===== src/rtl/imu_spi_sequencer.sv =====
// IMU SPI sequencer: register-write init list, then one burst read per data-ready
// interrupt, packed with its capture timestamp into an AXI-Stream frame.
// Optional overrun counter enabled by defining IMU_SEQ_OVERRUN_CNT_EN.
module imu_spi_sequencer #(
  parameter int         C_M_AXIS_TDATA_WIDTH = 32,
  parameter int         TIMESTAMP_WIDTH      = 64,
  parameter int         BURST_BYTES          = 12,
  parameter logic [7:0] READ_ADDR            = 8'h1F,
  parameter logic [7:0] INIT_ADDR0           = 8'h06,
  parameter logic [7:0] INIT_DATA0           = 8'h01,
  parameter logic [7:0] INIT_ADDR1           = 8'h0F,
  parameter logic [7:0] INIT_DATA1           = 8'h01
) (
  input  logic                            clk,
  input  logic                            resetn,
  input  logic                            run,
  input  logic                            imu_int,
  input  logic [TIMESTAMP_WIDTH-1:0]      timestamp,
  output logic                            spi_start,
  output logic [7:0]                      spi_tx_byte,
  output logic                            spi_cs_hold,
  input  logic                            spi_busy,
  input  logic                            spi_done,
  input  logic [7:0]                      spi_rx_byte,
  output logic                            m_axis_tvalid,
  output logic [C_M_AXIS_TDATA_WIDTH-1:0] m_axis_tdata,
  output logic                            m_axis_tlast,
  input  logic                            m_axis_tready,
  output logic [15:0]                     overrun_count,
  output logic                            busy
);

  localparam int NWORDS      = BURST_BYTES / 4;
  localparam int FRAME_WORDS = NWORDS + 2;
  localparam int WIDX        = (NWORDS > 1) ? $clog2(NWORDS) : 1;
  localparam int CW          = WIDX + 2;

  typedef enum logic [2:0] {IDLE, INIT, WAIT_INT, RD_CMD, RD_DATA, EMIT} state_t;

  state_t          state;
  logic            int_meta, int_sync, int_sync_q, int_event;
  logic            run_q;
  logic            xfer_wait;
  logic [1:0]      init_idx;
  logic [CW-1:0]   byte_cnt;
  logic [3:0]      word_idx;
  logic [3:0]      buf_sel;
  logic [31:0]     emit_next;
  logic [TIMESTAMP_WIDTH-1:0] ts_q;
  logic [3:0][7:0] buf_mem [NWORDS];

  wire can_issue = !xfer_wait && !spi_busy && !spi_done && !spi_start;
  wire last_byte = (byte_cnt == CW'(BURST_BYTES - 1));

  assign busy = !(state == IDLE || state == WAIT_INT);

  function automatic logic [7:0] init_byte(input logic [1:0] idx);
    case (idx)
      2'd0:    return {1'b0, INIT_ADDR0[6:0]};
      2'd1:    return INIT_DATA0;
      2'd2:    return {1'b0, INIT_ADDR1[6:0]};
      default: return INIT_DATA1;
    endcase
  endfunction

  // The registered edge detect places the int event three cycles after imu_int rises.
  always_ff @(posedge clk or negedge resetn) begin
    if (!resetn) begin
      int_meta   <= 1'b0;
      int_sync   <= 1'b0;
      int_sync_q <= 1'b0;
      int_event  <= 1'b0;
      run_q      <= 1'b0;
    end else begin
      int_meta   <= imu_int;
      int_sync   <= int_meta;
      int_sync_q <= int_sync;
      int_event  <= int_sync & ~int_sync_q;
      run_q      <= run;
    end
  end

  // NOTE: the burst buffer has no reset; every word is rewritten before EMIT reads it.
  always_ff @(posedge clk) begin
    if (state == RD_DATA && xfer_wait && spi_done)
      buf_mem[byte_cnt[CW-1:2]][byte_cnt[1:0]] <= spi_rx_byte;
  end

  // NOTE: always_comb gives every output a default first, so no latch is inferred.
  always_comb begin
    emit_next = ts_q[63:32];
    buf_sel   = word_idx - 4'd1;
    if (word_idx != 4'd0)
      emit_next = buf_mem[buf_sel[WIDX-1:0]];
  end

  // NOTE: sequential state uses <= so every register updates from pre-edge values.
  always_ff @(posedge clk or negedge resetn) begin
    if (!resetn) begin
      state         <= IDLE;
      xfer_wait     <= 1'b0;
      init_idx      <= '0;
      byte_cnt      <= '0;
      word_idx      <= '0;
      ts_q          <= '0;
      spi_start     <= 1'b0;
      spi_tx_byte   <= 8'h00;
      spi_cs_hold   <= 1'b0;
      m_axis_tvalid <= 1'b0;
      m_axis_tdata  <= '0;
      m_axis_tlast  <= 1'b0;
    end else begin
      spi_start <= 1'b0;
      if (spi_done)
        xfer_wait <= 1'b0;

      case (state)
        IDLE: begin
          if (run && !run_q) begin
            state    <= INIT;
            init_idx <= '0;
          end
        end

        INIT: begin
          if (can_issue) begin
            spi_start   <= 1'b1;
            spi_tx_byte <= init_byte(init_idx);
            spi_cs_hold <= ~init_idx[0];
            xfer_wait   <= 1'b1;
          end else if (xfer_wait && spi_done) begin
            init_idx <= init_idx + 2'd1;
            if (init_idx == 2'd3)
              state <= WAIT_INT;
          end
        end

        WAIT_INT: begin
          if (!run) begin
            state <= IDLE;
          end else if (int_event) begin
            ts_q  <= timestamp;
            state <= RD_CMD;
            if (can_issue) begin
              spi_start   <= 1'b1;
              spi_tx_byte <= {1'b1, READ_ADDR[6:0]};
              spi_cs_hold <= 1'b1;
              xfer_wait   <= 1'b1;
            end
          end
        end

        RD_CMD: begin
          if (can_issue) begin
            spi_start   <= 1'b1;
            spi_tx_byte <= {1'b1, READ_ADDR[6:0]};
            spi_cs_hold <= 1'b1;
            xfer_wait   <= 1'b1;
          end else if (xfer_wait && spi_done) begin
            state    <= RD_DATA;
            byte_cnt <= '0;
          end
        end

        RD_DATA: begin
          if (can_issue) begin
            spi_start   <= 1'b1;
            spi_tx_byte <= 8'h00;
            spi_cs_hold <= !last_byte;
            xfer_wait   <= 1'b1;
          end else if (xfer_wait && spi_done) begin
            if (last_byte) begin
              state         <= EMIT;
              word_idx      <= '0;
              m_axis_tvalid <= 1'b1;
              m_axis_tdata  <= ts_q[31:0];
              m_axis_tlast  <= 1'b0;
            end else begin
              byte_cnt <= byte_cnt + CW'(1);
            end
          end
        end

        EMIT: begin
          if (m_axis_tready) begin
            if (m_axis_tlast) begin
              m_axis_tvalid <= 1'b0;
              m_axis_tlast  <= 1'b0;
              m_axis_tdata  <= '0;
              state         <= WAIT_INT;
            end else begin
              word_idx     <= word_idx + 4'd1;
              m_axis_tdata <= emit_next;
              m_axis_tlast <= (word_idx == 4'(FRAME_WORDS - 2));
            end
          end
        end

        default: state <= IDLE;
      endcase
    end
  end

`ifdef IMU_SEQ_OVERRUN_CNT_EN
  always_ff @(posedge clk or negedge resetn) begin
    if (!resetn)
      overrun_count <= 16'h0000;
    else if (int_event && state != WAIT_INT && overrun_count != 16'hFFFF)
      overrun_count <= overrun_count + 16'd1;
  end
`else
  assign overrun_count = 16'h0000;
`endif

endmodule


===== config.mk =====
export PLATFORM = sky130hd
export DESIGN_NAME = imu_spi_sequencer
export DESIGN_NICKNAME = d
export VERILOG_FILES = /design/src/rtl/imu_spi_sequencer.sv
export SDC_FILE = /design/constraint.sdc
export NUM_CORES = 1
export LEC_CHECK = 0
export ABC_AREA = 1
export ABC_CLOCK_PERIOD_IN_PS = 2800
export BUFFER_PORTS_ARGS = -buffer_cell sky130_fd_sc_hd__buf_2
export CAP_MARGIN = 20
export CORE_ASPECT_RATIO = 0.9
export CORE_MARGIN = 5
export CORE_UTILIZATION = 30
export DETAILED_ROUTE_END_ITERATION = 12
export PLACE_DENSITY = 0.55
export SLEW_MARGIN = 20
export SYNTH_ARGS = -nofsm -noshare
export SYNTH_HDL_FRONTEND = slang
export SYNTH_SLANG_ARGS = --single-unit
export TNS_END_PERCENT = 20

===== constraint.sdc =====
create_clock -name clk -period 2.8 [get_ports clk]
set_input_delay 0.28 -clock clk [delete_from_list [all_inputs] [get_ports clk]]
set_output_delay 0.28 -clock clk [all_outputs]
set_load 0.03 [all_outputs]

==> metrics.txt <==
register bit total from synthesis 219; status finished clean; Mapped Avg Cell Area 9.58 um2; GP Congestion 0.785; crit path to buf_mem[1][17]; Worst Path Required 2950 ps; Cell Int Power 0.00739 W; global-route wire length before repair 39.5 mm; cell family with most CP delay simple AND/OR/NAND/NOR gates; fin crit period 2220 ps; core box area 32000 um2; Worst Path Buf+Inv 2; overall power 0.0119 W; commonest cells in the netlist 317 x nand2_1, 123 x dfrtp_1, 101 x nor2_1, 96 x edfxtp_1, 83 x inv_1; startpoint types flip-flop; final period utilization 79.3%; synthesis-to-finish area growth 23.7%; Mapped Area 9780 um2; Reg2Reg Setup Slack 580 ps; synthesized netlist cell count 1021; Final nets 1282; Critical Path Source state[0]; top cell type's share of synthesized area 31.5%; met1 wire length 11.2 mm; max incr delay on CP 540 ps; Top Layer Used met4; vias 7227; critical path depth 7; DR WL/cell 15.1 um; Reg2Reg Depth 7; Post-synth EDFFs 96; Cell variety after synth 30; number of remaining DRC errors 0; Clock transition at path regs 60 ps; root buffer cell clkbuf_16; max_slew headroom 51.9%; height of the chip 181 um; Fin. Hold Viols 0; Crit Reg-Reg Startpoint state[0]; highest clock rate 450 MHz; Clock Power Share 27.4%; final setup vio count 0; Sequential Power Share 38.2%; worst-case clock buffer depth 3; fill count 3214; 1st-iter DRT viols 491; CP Data Arrival Time 2370 ps; CTS sink cnt 219; CP dominant cell by count nand2_1; die width 200 um; Total Routing Usage GR 13.4%; Routed Antenna Nets 0; Synthesis Warnings 0; Crit Path Class reg2reg; Max Cap Violations 0; I/O pin cnt 140; row cnt 62; Detailed Place HPWL 16.6 mm; antenna violations before repair 0; sequential area share after synthesis 60.9%; DR vias/cell 4.44; Slew Limit Fails 0; H-tree lvl count 1; Async SR Flop Fraction 56.2%; TritonCTS clock tree yes; vias in the first global route 7233; drt pass-1 iters 5; actual slew at the worst max-slew pin 719 ps; VDD IR-drop max 0.550 mV; skew final 24.0 ps; layout cells sized above 1 17.4%; die area 36300 um2; Initial Utilization 30.5%; WL final 24.6 mm; LEAKAGE 5.80 nW; post-synth top area cell dfrtp_1; worst hold path class in2reg; count leader, synth nand2_1; worst-path maximum fanout 9; GRT overflow 0; diode count 0; Clk Latency, worst-skew pair 530 ps; Sw Share 38.0%; PwrDens 986 nW/um2; Port Buffers 121; Sw Pwr 0.00453 W; met3 wire len 1.22 mm; RSZ-0062 raised after global routing no; main area contributors after synthesis dfrtp_1 31%, edfxtp_1 29%, nand2_1 12%; setup bufs post-CTS 0; terminus of the critical flop-to-flop path buf_mem[1][17]; Logic pwr share 34.4%; Primary FF master, synth dfrtp_1; setup TNS 0 ps; largest net degree at the start of global routing 70; met2 WL 11.7 mm; crit end category flip-flop; worst-path cell with the longest stage delay nor2_1; worst-path cell chain nor2_4, nand2_4, inv_4, nand2_1, inv_1, nand2_1, nor2_1; PostCTS Resize Cnt 0; Inserted Clock Buffers 26
==> worst reg2reg max path, cell delays in order (launching register included) <==
cell and delay [ps]:
dfrtp_1 490, nor2_4 220, nand2_4 110, inv_4 110, nand2_1 90, inv_1 160
nand2_1 130, nor2_1 540
==> metrics by stage <==
step | area [um2] | worst slack [ps] | hold WS [ps] | std cells | util, %
global route | 12100 | 395 | 3.56 | 1629 | 37.8
finish | 12100 | 580 | 21.3 | 1629 | 37.8
CTS | 12100 | 575 | 5.72 | 1629 | 37.8
global placement | 10700 | 635 | 221 | 1529 | 33.5
floorplan | 9850 | 593 | -15.6 | 1038 | -
detailed placement | 10700 | 594 | 224 | 1529 | 33.5
==> cells by family (layout without fill, tap and decap cells) <==
family,count (synthesis),in the layout,share of synthesized area (%)
multiplexers,36,36,4.14
other,1,18,0.0383
XOR/XNOR,3,3,0.269
AND/OR/NAND/NOR,521,521,21.8
AO/OA/AOI/OAI,78,78,4.02
adder cells (fa/ha/maj),10,10,1.28
buffers and inverters,153,328,7.48
flip-flops,219,219,60.9
==> power groups by stage <==
stage	Combinational, W	Sequential, W	Clock, W
2_1_floorplan	0.00250	0.00503	0
3_3_place_gp	0.00405	0.00459	0
3_5_place_dp	0.00409	0.00461	0
4_1_cts	0.00416	0.00455	0.00338
5_1_grt	0.00460	0.00465	0.00350
6_report	0.00410	0.00456	0.00327
==> state kept, by name, summed over array words and instances (netlist names) <==
| register | cells |
|---|---|
| int_event | 1 |
| m_axis_tvalid | 1 |
| int_sync | 1 |
| spi_cs_hold | 1 |
| m_axis_tlast | 1 |
| spi_tx_byte | 4 |
| int_sync_q | 1 |
| ts_q | 64 |
| byte_cnt | 4 |
| run_q | 1 |
| int_meta | 1 |
| buf_mem | 96 |
| xfer_wait | 1 |
| word_idx | 4 |
| m_axis_tdata | 32 |
| state | 3 |
| init_idx | 2 |
| spi_start | 1 |
==> timing repair <==
action | in CTS | in global routing
hold endpoints to repair | 82 | 0
setup endpoints to repair | 0 | 0
hold buffers | 52 | 0
==> metal layers <==
metal  up-vias  track usage (%)
li1       3598                -
met1      3440             17.8
met2       152             22.6
met3        37             2.55
met4         0             3.74
met5         -                0
==> placed cells by master (no fill, tap or decap), drive strengths merged <==
cell type,n
nand2,322
buf,137
dfrtp,123
nor2,106
edfxtp,96
inv,94
nand3,81
dlygate4sd3,52
a21oi,44
clkbuf,37
mux2,36
o21ai,33
conb,18
ha,10
nand4,8
clkinv,6
or2,3
xor2,2
nor3,1
o211ai,1
xnor2,1
clkinvlp,1
bufinv,1
==> worst min path at each step <==
stage,cells past startpoint,end,startpoint,slack [ps]
3_3_place_gp,1,m_axis_tdata[19],resetn,220
6_report,3,ts_q[60],timestamp[60],20
5_1_grt,3,ts_q[47],timestamp[47],4
4_1_cts,3,ts_q[60],timestamp[60],6
3_5_place_dp,1,m_axis_tdata[17],resetn,220
2_1_floorplan,0,byte_cnt[0],resetn,-20
==> layout make-up <==
cell class | count | area, um2 | area share (%)
flip-flops and latches | 219 | 5960 | 49.3
multi-input cells | 666 | 3160 | 26.1
repair buffers | 189 | 1280 | 10.6
clock buffers | 37 | 732 | 6.05
well taps | 416 | 520 | 4.30
inverters | 91 | 347 | 2.86
clock inverters | 11 | 104 | 0.858
Power figures use the tool's default switching activity.
